### src/rtl/recepcao_pesos.sv
// -----------------------------------------------------------------------------
// recepcao_pesos
//   8N1 serial receiver plus weight-frame assembler. A frame is six ASCII
//   digits followed by '#'. When a complete valid frame arrives, the six digits
//   are published on valor_reg and fimRecepcao pulses for one cycle. Any bad
//   character, framing error or early '#' discards the partial frame and
//   pulses erroRecepcao for one cycle instead.
//
// Ports:
//   clock          system clock, rising edge
//   reset          synchronous, active-high
//   entrada_serial asynchronous UART line, idles high
//   valor_reg      last valid frame; byte k (k=0 first) at [47-8k:40-8k]
//   fimRecepcao    one-cycle pulse, valor_reg just updated
//   erroRecepcao   one-cycle pulse, frame discarded
//   db_estado      current RX FSM state
//   db_indice      current frame character index (0..6)
// -----------------------------------------------------------------------------
module recepcao_pesos #(
  parameter int CICLOS_POR_BIT = 434,
  parameter int LARGURA_CONT   = 9
) (
  input  logic        clock,
  input  logic        reset,
  input  logic        entrada_serial,
  output logic [47:0] valor_reg,
  output logic        fimRecepcao,
  output logic        erroRecepcao,
  output logic [3:0]  db_estado,
  output logic [2:0]  db_indice
);

  // Last count value of a full bit period and of a half bit period.
  localparam logic [LARGURA_CONT-1:0] FIM_BIT  = LARGURA_CONT'(CICLOS_POR_BIT - 1);
  localparam logic [LARGURA_CONT-1:0] FIM_MEIO = LARGURA_CONT'(CICLOS_POR_BIT / 2 - 1);

  typedef enum logic [3:0] {
    OCIOSO      = 4'd0,
    START       = 4'd1,
    DADOS       = 4'd2,
    STOP        = 4'd3,
    BYTE_OK     = 4'd4,
    ERRO_QUADRO = 4'd5
  } estado_t;

  estado_t                 estado;
  logic                    sinc_a;
  logic                    sinc_b;
  logic                    linha;
  logic [LARGURA_CONT-1:0] cont;
  logic [2:0]              nbits;
  logic [7:0]              desloc;
  logic                    erro_pend;
  logic [2:0]              indice;
  logic [7:0]              sombra [0:5];
  logic                    digito;

  assign linha     = sinc_b;
  assign digito    = (desloc >= 8'h30) && (desloc <= 8'h39);
  assign db_estado = estado;
  assign db_indice = indice;

  always_ff @(posedge clock) begin
    if (reset) begin
      sinc_a       <= 1'b1;
      sinc_b       <= 1'b1;
      estado       <= OCIOSO;
      cont         <= '0;
      nbits        <= '0;
      desloc       <= '0;
      erro_pend    <= 1'b0;
      indice       <= '0;
      valor_reg    <= '0;
      fimRecepcao  <= 1'b0;
      erroRecepcao <= 1'b0;
      for (int i = 0; i < 6; i++) sombra[i] <= '0;
    end else begin
      sinc_a       <= entrada_serial;
      sinc_b       <= sinc_a;
      fimRecepcao  <= 1'b0;
      erroRecepcao <= 1'b0;

      case (estado)
        OCIOSO: begin
          if (!linha) begin
            estado <= START;
            cont   <= '0;
          end
        end

        // Wait half a bit and re-check: a line that is high again was a glitch.
        START: begin
          if (cont == FIM_MEIO) begin
            cont   <= '0;
            nbits  <= '0;
            estado <= linha ? OCIOSO : DADOS;
          end else begin
            cont <= cont + LARGURA_CONT'(1);
          end
        end

        // Samples land mid-bit because the counter was phased by START.
        DADOS: begin
          if (cont == FIM_BIT) begin
            cont   <= '0;
            desloc <= {linha, desloc[7:1]};
            nbits  <= nbits + 3'd1;
            if (nbits == 3'd7) estado <= STOP;
          end else begin
            cont <= cont + LARGURA_CONT'(1);
          end
        end

        STOP: begin
          if (cont == FIM_BIT) begin
            cont <= '0;
            if (linha) begin
              estado <= BYTE_OK;
            end else begin
              estado    <= ERRO_QUADRO;
              erro_pend <= 1'b1;
            end
          end else begin
            cont <= cont + LARGURA_CONT'(1);
          end
        end

        // Frame assembler step for a correctly framed byte.
        BYTE_OK: begin
          estado <= OCIOSO;
          if ((indice < 3'd6) && digito) begin
            sombra[indice] <= desloc;
            indice         <= indice + 3'd1;
          end else if ((indice == 3'd6) && (desloc == 8'h23)) begin
            valor_reg   <= {sombra[0], sombra[1], sombra[2],
                            sombra[3], sombra[4], sombra[5]};
            fimRecepcao <= 1'b1;
            indice      <= '0;
          end else begin
            indice       <= '0;
            erroRecepcao <= 1'b1;
          end
        end

        // A break can hold the line low for a long time; the error is reported
        // once on entry (erro_pend) and the FSM waits for the line to go idle.
        ERRO_QUADRO: begin
          if (erro_pend) begin
            erro_pend    <= 1'b0;
            indice       <= '0;
            erroRecepcao <= 1'b1;
          end
          if (linha) estado <= OCIOSO;
        end

        default: estado <= OCIOSO;
      endcase
    end
  end

endmodule

### config.mk
export PLATFORM = sky130hd
export DESIGN_NAME = recepcao_pesos
export DESIGN_NICKNAME = d
export VERILOG_FILES = /design/src/rtl/recepcao_pesos.sv
export SDC_FILE = /design/constraint.sdc
export NUM_CORES = 1
export LEC_CHECK = 0
export CELL_PAD_IN_SITES_DETAIL_PLACEMENT = 1
export CELL_PAD_IN_SITES_GLOBAL_PLACEMENT = 2
export CORE_MARGIN = 5
export CORE_UTILIZATION = 32
export DETAILED_ROUTE_END_ITERATION = 8
export GPL_ROUTABILITY_DRIVEN = 1
export PLACE_DENSITY = 0.78
export RECOVER_POWER = 25
export SKIP_CTS_REPAIR_TIMING = 1
export SLEW_MARGIN = 20
export SYNTH_ARGS = -nofsm -noshare
export SYNTH_HDL_FRONTEND = slang
export SYNTH_SLANG_ARGS = --single-unit
### constraint.sdc
create_clock -name clock -period 2.4 [get_ports clock]
set_clock_uncertainty 0.05 [all_clocks]
set_input_delay 0.36 -clock clock [delete_from_list [all_inputs] [get_ports clock]]
set_output_delay 0.36 -clock clock [all_outputs]
set_load 0.05 [all_outputs]
==> run metrics <==
Net Switching=1.122 mW; total wire length=between 10000 and 15000 um; Worst EP arrival=about 1900 ps; first-pass iteration count of the detailed router=4; CP endpoint kind=primary output; post-route worst setup slack=~110 ps; Clock transition at path regs=around 60 ps; top_reg_cell synth=dfxtp_1; CORE AREA=approximately 15000 sq um; crit start category=flip-flop; Worst EP required=~2000 ps; relative slew slack=0.6057; Seq pwr share=0.449; overall global routing resource usage=0.1330; commonest non-fill, non-tap cell in the layout=nand2_1; Max clock buf depth=2; antenna viol nets, final=0; worst r2r src=cont[2]; share of cells above drive strength 1=0.07836; internal cell power=roughly 4.1 mW; Worst Hold Slack=~360 ps; final setup fails=0; crit path kind=reg2out; Die H=around 130 um; vias in the first global route=between 3000 and 4000; final period utilization=0.9540; crit-path max FO=11; RD Place Congestion=between 0.7 and 0.8; antenna violations before repair=0; Filler cells=approximately 1700; Slowest cell on crit path=clkdlybuf4s50_1; synthesized cell area=around 5000 sq um; CTS sink count=127; input/output buffers=58; largest net degree at the start of global routing=between 80 and 90; Die ar.=18220 sq um; TritonCTS buffer count=17; Sw Share=0.2166; first-pass GRT wire length=between 15000 and 20000 um; routed len/inst=roughly 15 um; total grt overflow=0; Combinational Power Share=0.050; Vias=about 3700; RSZ-0062 raised after global routing=false; Setup WS pre-CTS=255.7 ps; Pwr per Cell Area=approximately 800 nW/um^2; Buffers & Inverters on Critical Path=1; CTS root buf=clkbuf_16; placed cell area=5872 sq um; Worst-Margin Slew=a little under 600 ps; count of cell types in the netlist=between 50 and 60; commonest non-fill, non-tap cells in the layout=116 x nand2_1, 78 x dfxtp_1, 62 x a21oi_1, 50 x clkdlybuf4s50_1, 48 x edfxtp_1; Hold Path Class=reg2reg; final setup TNS=0 ps; Via density=approximately 4.7; sequential standard cell area=approximately 3000 sq um; peak supply drop=0.0004977 V; P_leak=approximately 2.2 nW; max_cap viols=0; Synth Area per Inst=9.937 sq um; Hold Path Origin=sinc_a; clk_lat worst skew=just over 400 ps; final std cells w/o fill=around 800; DRC=0; area delta synth->final=28.56%; Setup crit start=db_indice[1]; die width=between 100 and 150 um; Rows=between 40 and 50; crit-path cells=clkdlybuf4s50_1; EDFF count, synth=48; cell area after layout=roughly 6400 sq um; Synth Instances=approximately 500; I/O pin count=60; Seq/Total Area, Yosys=0.6048; number of diodes=0; FF-to-FF setup slack=roughly 190 ps; Largest stage delay, worst path=between 900 and 1000 ps; Async SR Flop Fraction=0; Starting Density=0.3276; final hold violation count=0; crit path time final=~2300 ps; TritonCTS clock tree=yes; placed insts=766; power share of the clock group=0.500; First DRT Iteration DRCs=about 130; Max Slew Vio Count=0; YS warnings=0; multi-input logic area=roughly 1800 sq um; status=finished, final reports clean; f_max=436.7 MHz; CTS H-tree depth=4; Post-DP HPWL=between 7000 and 8000 um; Seq cells post-synth=roughly 130; NumNets Final=between 500 and 600; cell family with most CP delay=buffers and inverters
==> cell families (layout without fill, tap and decap cells) <==
kind of cell             after synthesis  in the layout  share of synthesized area
flip-flops                           127            127                     0.6048
XOR/XNOR                               2              2                   0.003505
AO/OA/AOI/OAI                         94             94                     0.1104
adder cells (fa/ha/maj)                7              7                    0.01752
multiplexers                           8              8                    0.01602
AND/OR/NAND/NOR                      222            222                     0.2103
other                                  1             13                  0.0007502
buffers and inverters                 42            114                    0.03680
==> power groups by stage <==
stage	Clock, mW	Combinational, mW	Sequential (mW)
after floorplan	0	0.157	2.38
after global placement	0	0.270	2.37
after detailed placement	0	0.273	2.37
after CTS	2.66	0.274	2.33
after global routing	2.77	0.291	2.33
final	2.59	0.261	2.33
==> layout make-up <==
cell class	count	area share
well taps	211	0.04108
inverters	11	0.006425
repair buffers	71	0.1046
multi-input cells	346	0.2841
clock buffers	21	0.07165
clock inverters	11	0.02161
flip-flops and latches	127	0.4706
==> stage by stage <==
step	util	total power, mW
after floorplan	-	2.538
after global placement	0.3848	2.639
after detailed placement	0.3848	2.644
after CTS	0.4241	5.258
after global routing	0.4212	5.394
final	0.4212	5.178
==> metal layers <==
metal	routed length, um	vias to the layer above	track usage	part of all wire
li1	-	1857	-	-
met1	5290	1787	0.1585	0.45
met2	5666	63	0.2237	0.49
met3	547	11	0.04545	0.047
met4	143	0	0.04759	0.012
met5	0	-	0	0
==> cell usage after synthesis (7+ instances only) <==
cell type / n / share of area
nand2_1: 116 / 0.087
edfxtp_1: 48 / 0.29
a21oi_1: 62 / 0.062
and2_1: 11 / 0.014
ha_1: 7 / 0.018
dfxtp_1: 79 / 0.32
nor2_1: 41 / 0.031
inv_1: 10 / 0.0075
mux2i_1: 8 / 0.016
clkbuf_1: 20 / 0.015
nand2b_1: 7 / 0.0088
nand3_1: 10 / 0.010
==> worst paths after layout <==
kind / end / depth (start not counted)
setup / recovery: db_indice[1] / 1
hold / removal: linha / 1
hold reg to reg: linha / 1
setup reg to reg: desloc[4] / 5
Power figures use the tool's default switching activity.
